<file path="config.mk">
export PLATFORM = sky130hd
export DESIGN_NAME = fir_tap_scheduler
export DESIGN_NICKNAME = d
export VERILOG_FILES = /design/src/rtl/fir_tap_scheduler.sv
export SDC_FILE = /design/constraint.sdc
export NUM_CORES = 2
export LEC_CHECK = 0
export ABC_AREA = 1
export BUFFER_PORTS_ARGS = -buffer_cell sky130_fd_sc_hd__buf_4
export CAP_MARGIN = 10
export CELL_PAD_IN_SITES_DETAIL_PLACEMENT = 1
export CELL_PAD_IN_SITES_GLOBAL_PLACEMENT = 1
export CORE_ASPECT_RATIO = 0.5
export CORE_MARGIN = 1.5
export CORE_UTILIZATION = 50
export CTS_CLUSTER_SIZE = 30
export DETAILED_ROUTE_END_ITERATION = 6
export PLACE_DENSITY = 0.84
export SYNTH_ARGS = -nofsm -noshare
export SYNTH_HDL_FRONTEND = slang
export SYNTH_SLANG_ARGS = --single-unit
</file>
<file path="constraint.sdc">
create_clock -name clk -period 7.8 [get_ports clk]
set_clock_uncertainty 0.05 [all_clocks]
set_input_delay 0.78 -clock clk [delete_from_list [all_inputs] [get_ports clk]]
set_output_delay 0.78 -clock clk [all_outputs]
set_load 0.01 [all_outputs]
</file>
<file path="src/rtl/fir_tap_scheduler.sv">
// Time-multiplexed 24-tap FIR controller: one shared MAC walks the delay line
// one tap per clock, then applies the runtime gain and the overflow-zero rule.
module fir_tap_scheduler #(
    parameter int NTAPS     = 24,
    parameter int DW        = 8,
    parameter int CW        = 12,
    parameter int ACCW      = 24,
    parameter int GW        = 8,
    parameter int SAT_LIMIT = 100000
) (
    input  logic                   clk,
    input  logic                   rst,
    input  logic                   s_valid,
    output logic                   s_ready,
    input  logic signed [DW-1:0]   s_data,
    input  logic                   cfg_we,
    input  logic [4:0]             cfg_addr,
    input  logic signed [CW-1:0]   cfg_data,
    input  logic [GW-1:0]          gain,
    output logic                   m_valid,
    input  logic                   m_ready,
    output logic signed [ACCW-1:0] m_data,
    output logic                   busy,
    output logic                   ovf,
    output logic                   cfg_err
);

    localparam int PW = DW + CW;
    localparam int YW = ACCW + GW + 1;
    localparam logic [4:0] NTAPS_A = 5'(NTAPS);
    localparam logic [4:0] LAST_IDX = 5'(NTAPS - 1);
    localparam logic signed [YW-1:0] SAT_POS = YW'(SAT_LIMIT);
    localparam logic signed [YW-1:0] SAT_NEG = -SAT_POS;

    typedef enum logic [1:0] {IDLE, MAC, SCALE, OUT} state_t;

    state_t                 state_q, state_d;
    logic signed [DW-1:0]   x_q    [NTAPS];
    logic signed [CW-1:0]   coef_q [NTAPS];
    logic signed [ACCW-1:0] acc_q;
    logic [4:0]             idx_q;
    logic                   m_valid_q, ovf_q, cfg_err_q;
    logic signed [ACCW-1:0] m_data_q;

    logic                   accept, cfg_ok, last_tap, sat;
    logic signed [PW-1:0]   prod;
    logic signed [YW-1:0]   acc_ext, gain_ext, y;

    // Symmetric default response; only the first half is tabulated.
    function automatic logic signed [CW-1:0] default_coef(input int i);
        int h;
        h = (i < NTAPS / 2) ? i : NTAPS - 1 - i;
        case (h)
            0:       return CW'(3);
            1:       return CW'(7);
            2:       return CW'(8);
            3:       return CW'(10);
            4:       return CW'(-16);
            5:       return CW'(-37);
            6:       return CW'(-49);
            7:       return CW'(-33);
            8:       return CW'(21);
            9:       return CW'(106);
            10:      return CW'(194);
            11:      return CW'(251);
            default: return '0;
        endcase
    endfunction

    assign accept   = (state_q == IDLE) && s_valid;
    assign cfg_ok   = cfg_we && (state_q == IDLE) && (cfg_addr < NTAPS_A);
    assign last_tap = (idx_q == LAST_IDX);
    assign prod     = PW'(coef_q[idx_q]) * PW'(x_q[idx_q]);
    assign acc_ext  = YW'(acc_q);
    assign gain_ext = YW'({1'b0, gain});
    assign y        = acc_ext * gain_ext;
    assign sat      = (y > SAT_POS) || (y < SAT_NEG);

    always_ff @(posedge clk) begin
        if (!rst) state_q <= IDLE;
        else      state_q <= state_d;
    end

    always_comb begin
        state_d = state_q;
        s_ready = 1'b0;
        busy    = 1'b1;
        case (state_q)
            IDLE: begin
                s_ready = 1'b1;
                busy    = 1'b0;
                if (s_valid) state_d = MAC;
            end
            MAC:     if (last_tap) state_d = SCALE;
            SCALE:   state_d = OUT;
            OUT:     if (m_ready) state_d = IDLE;
            default: state_d = IDLE;
        endcase
    end

    generate
        for (genvar gi = 0; gi < NTAPS; gi++) begin : g_tap
            always_ff @(posedge clk) begin
                if (!rst) begin
                    x_q[gi]    <= '0;
                    coef_q[gi] <= default_coef(gi);
                end else begin
                    if (accept) begin
                        if (gi == 0) x_q[gi] <= s_data;
                        else         x_q[gi] <= x_q[(gi == 0) ? 0 : gi - 1];
                    end
                    if (cfg_ok && (cfg_addr == 5'(gi))) coef_q[gi] <= cfg_data;
                end
            end
        end
    endgenerate

    always_ff @(posedge clk) begin
        if (!rst) begin
            acc_q     <= '0;
            idx_q     <= '0;
            m_valid_q <= 1'b0;
            m_data_q  <= '0;
            ovf_q     <= 1'b0;
            cfg_err_q <= 1'b0;
        end else begin
            ovf_q     <= 1'b0;
            cfg_err_q <= cfg_we && !cfg_ok;
            case (state_q)
                IDLE: begin
                    if (s_valid) begin
                        acc_q <= '0;
                        idx_q <= '0;
                    end
                end
                MAC: begin
                    acc_q <= acc_q + ACCW'(prod);
                    idx_q <= idx_q + 5'd1;
                end
                SCALE: begin
                    // |y| <= SAT_LIMIT fits in ACCW, so truncation is exact
                    m_data_q  <= sat ? '0 : y[ACCW-1:0];
                    ovf_q     <= sat;
                    m_valid_q <= 1'b1;
                end
                OUT:     if (m_ready) m_valid_q <= 1'b0;
                default: ;
            endcase
        end
    end

    assign m_valid = m_valid_q;
    assign m_data  = m_data_q;
    assign ovf     = ovf_q;
    assign cfg_err = cfg_err_q;

endmodule
</file>
After elaboration in Yosys (flattened, before gate mapping). Memories as Yosys holds them, arrays and structs flattened. A register that Yosys moved wholly into a read port is not among the register bits. Index checks and enable logic that the tools add are counted.

Bitwise logic cells: 48. Multipliers: 2. Magnitude comparators: 3. Muxes and demuxes: 141. Equality and inequality tests: 30. Add/sub/neg operators: 2. Reductions and logical operators: 38.

Operators by type and width (count): $mux W12 (24); $mux W8 (24); $mux W1 (79); $mux W24 (2); $or A1 B1 Y1 (48); $pmux W24 S2 (1); $eq A5 B5 Y1 const B (9); $eq A5 B4 Y1 const B (8); $gt A33 B18 Y1 const B (1); $lt A33 B18 Y1 const B (1); $mul A24 B9 Y33 (1); $logic_and A1 B1 Y1 (28); $mux W5 (5); $add A24 B20 Y24 (1); $eq A5 B3 Y1 const B (4); $mul A12 B8 Y20 (1); $eq A5 B2 Y1 const B (2); $pmux W5 S2 (1); $pmux W2 S4 (1); $mux W2 (3); $ne A2 B2 Y1 const B (3); $reduce_and A2 Y1 (3); $add A5 B1 Y5 const B (1); $eq A5 B1 Y1 const B (1); other kinds (10) (12).

Bits in writable memories: 480. Input bits: 38. Output and inout port bits: 29. Flip-flop bits (word level): 58. Memories kept: 2.

Memory list: coef_q (words 24, bits a word 12, rd ports 1, clocked after memory_dff 1, wr ports 24, RTL line 39) `logic signed [CW-1:0] coef_q [NTAPS];`; x_q (words 24, bits a word 8, rd ports 24, clocked after memory_dff 1, wr ports 24, RTL line 38) `logic signed [DW-1:0] x_q [NTAPS];`.

Logic depth before layout (Yosys ltp).
Depth after elaboration: 8. Gate-level depth with buffers: 34. Mapped depth without buffers: 32.

Worst setup path before layout. No wires, ideal clock.

Path type: flip-flop to flip-flop. Start point: register (tool-made name). End point: register acc_q[17]. Path buffers: 4. Slack: 1245 ps. Period minus slack after synthesis: 6555 ps. Arrival time: 6372 ps. Cell stages (with the launch flop): 30. Cells stage by stage: dfxtp_1 buf_2 buf_2 buf_2 clkbuf_1 o21ai_0 nand3_1 nand2_1 o21ai_0 inv_1 nor2_1 inv_1 fa_1 inv_1 fa_1 inv_1 fa_1 inv_1 fa_1 ha_1 ha_1 nand2_1 o21ai_0 a21oi_1 o21ai_0 inv_1 o21ai_0 a21oi_1 o21ai_0 a21oi_1.

RTL lines: end signal: assignment (RTL line 137) `acc_q <= acc_q + ACCW'(prod);`; end: declaration (RTL line 40) `logic signed [ACCW-1:0] acc_q;`.

==> impl_metrics.ini <==
[run_status]
outcome = finished clean

[cts]
cts.clk_slew.worst_paths_ns = 0.07
cts_max_path_buffers = 3
clk_latency_ns = 0.64
cts_num_sinks = 543
cts_tree = built
numCtsBuffers = 51
ctsResizeCount = 0
ctsHoldBuffers = 0
htreeDepth = 2
cts-root-buf = clkbuf_16
post_cts.repair.setup_buffers = 0

[critical_path]
path_max_fanout = 41
rr_endpoint = acc_q[17]
crit_top_cell = o21ai_0
r2r_slack_ns = 0.42
arrival_ns = 7.80
crit_buf_inv = 7
reg2reg_depth = 26
critical-path-top-delay-family = adder cells
cp_slowest_stage_delay_ns = 0.53
crit_type = flop to flop
required_ns = 8.22
cp-start-kind = flop
end_kind = flop
cp_slowest_cell = fa_1

[layout]
fin_nets = 4741
mostFrequentLayoutCell = inv_1
layout_common_cells = inv_1, nand2_1, nor2_1
fillers = 8613
multi_input_area_sq_um = 17200
area_growth_pct = 8.42
seqCellArea_sq_um = 15700
drive_above_1_share = 0.0623

[detailed_routing]
initialDrtViolationCount = 2158
drc = 0
drt-total-wl_um = 110000
wl_per_cell_um = 20.7
antenna_left = 0
drt-vias-per-instance = 5.57
vias = 29700
first_pass_iters = 6

[timing]
worst_pin_slew_ns = 1.26
rsz0062_at_grt = false
finalSetupViolCount = 0
fmax_mhz = 135
drv_slew = 0
post-route-min-period_ns = 7.38
finalHoldViolCount = 0
finalCritPeriodShare = 0.946
slew-limit-headroom = 0.158
fin_setup_tns_ns = 0

[hold_path]
holdPathEnd = cfg_err
whs_path_depth = 3
hold_start = cfg_we
min_path_type = primary input to flop

[floorplanning]
die_h_um = 195
std_cell_rows = 70
fp.dieW_um = 388
initial_core_util = 0.506
coreArea_sq_um = 73200
die_area_sq_um = 75800
ios = 67

[power]
p_clk_frac = 0.154
p_int_w = 0.00849
pwr-share-seq = 0.221
p_comb_frac = 0.625
leakagePower_nw = 18.1
peakVddDrop_v = 0.000485
power_switching_w = 0.00825
powerDensity_nw_per_um2 = 417
power_w = 0.0167
netSwitchingFraction = 0.493

[placement]
io_buffer_count = 66
dp_hpwl_um = 78200
gp_congestion = 0.903

[job]
maxCapViolations = 0

[synthesis]
syn_area_sq_um = 37000
synthCells = 4348
synth_top_family_by_area = adder cells
synth_top_flop_cell = edfxtp_1
synth_fa_ha_area_frac = 0.186
synth-compound-area-share = 0.0897
synth_nets = 4777
synthDistinctLibCells = 50
ys_seq_area_frac = 0.423
syn_area_per_cell_sq_um = 8.52
ys_ff_latch = 543
ys.warnings.count = 0
synth_edf_count = 480
async_flop_share = 0
synth-simple-area-share = 0.184
synth_xor_area_frac = 0.00328
muxShareOfSynthArea = 0

[global_routing]
grt_overflow = 0
antenna_found_initial = 0
grt_pass1_wl_um = 177000
grt_pass1_vias = 32400
grt_max_degree = 96
grt_usage = 0.296
[cell usage after synthesis, types with 22 or more instances]
cell type  number  area share
fa_1          266        0.14
nand2_2        22      0.0037
inv_1         866       0.088
nor2_1        670       0.068
o21ai_0       296       0.040
edfxtp_1      480        0.39
nand2_1       803       0.081
buf_2          32      0.0043
nand3_1       140       0.019
ha_1          125       0.042
o221ai_1       58       0.014
clkbuf_1      158       0.016
dfxtp_1        63       0.034
a21oi_1       192       0.026
[through the flow]
step | setup WS, ns | hold WS, ns | util | area, sq um | instances
floorplan | 1.25 | 0.422 | - | 37000 | 4348
detailed placement | 0.220 | 0.409 | 0.525 | 38400 | 5231
global placement | 0.477 | 0.404 | 0.525 | 38400 | 5230
finish | 0.419 | 0.382 | 0.548 | 40200 | 5326
CTS | 0.163 | 0.356 | 0.548 | 40100 | 5325
global route | 0.0293 | 0.370 | 0.548 | 40200 | 5325
[routing by layer]
metal	part of all wire	routed length, um	global-route usage	vias up
met5	0	0	0	-
met4	0.037	4060	0.117	0
met3	0.051	5630	0.0374	236
met2	0.51	56400	0.530	824
met1	0.40	44000	0.363	15100
li1	-	-	-	13500
[layout make-up]
cell class              count  area share
multi-input cells        2707       0.428
flip-flops and latches    543       0.391
inverters                 883      0.0827
clock buffers              67      0.0341
well taps                 972      0.0303
repair buffers            126      0.0266
clock inverters            27     0.00748
diodes                      1   0.0000623
[worst register-to-register path, cell delays in order, from the launching register on]
cell     delay (ns)
dfxtp_4        0.43
inv_6          0.25
buf_6          0.35
buf_4          0.28
o21ai_0        0.11
o22ai_1        0.18
o21ai_0        0.11
o21ai_1        0.47
inv_1          0.24
nor2_1         0.21
fa_1           0.43
inv_1          0.13
fa_1           0.42
fa_1           0.53
inv_1          0.06
fa_1           0.47
fa_1           0.49
ha_1           0.36
nand2_1        0.10
o21ai_0        0.33
a21oi_1        0.15
o21ai_0        0.41
inv_1          0.09
o21ai_0        0.26
a21oi_1        0.11
o21ai_0        0.13
a21oi_1        0.09
[cell families (layout without fill, tap and decap cells)]
logic type               after synthesis  in the layout
AND/OR/NAND/NOR                     1701           1701
buffers and inverters               1098           1103
AO/OA/AOI/OAI                        602            602
flip-flops                           543            543
adder cells (fa/ha/maj)              391            391
XOR/XNOR                              13             13
other                                  0              1
[worst max-delay path by stage]
| stage | slack, ns | from | endpoint | cells after the start |
|---|---|---|---|---|
| after floorplan | 1.25 | flop | acc_q[17] | 29 |
| after global placement | 0.48 | flop | acc_q[17] | 29 |
| after detailed placement | 0.22 | flop | acc_q[22] | 28 |
| after CTS | 0.16 | flop | acc_q[22] | 28 |
| after global routing | 0.03 | flop | acc_q[20] | 28 |
| final | 0.42 | flop | acc_q[17] | 26 |
[power by group through the flow]
stage / Combinational [W] / Clock, W / Sequential (W)
global route: 0.0118 / 0.00268 / 0.00373
finish: 0.0105 / 0.00258 / 0.00370
global placement: 0.00941 / 0 / 0.00374
CTS: 0.0103 / 0.00260 / 0.00370
floorplan: 0.00716 / 0 / 0.00367
detailed placement: 0.0102 / 0 / 0.00375
[flip-flops by register name (all words and copies together) (netlist names), 2 cells and up, named ones only]
name     cells
acc_q       24
coef_q     288
idx_q        5
m_data      24
state_q      2
x_q        192
No activity file was read; power rests on OpenSTA's default activity.
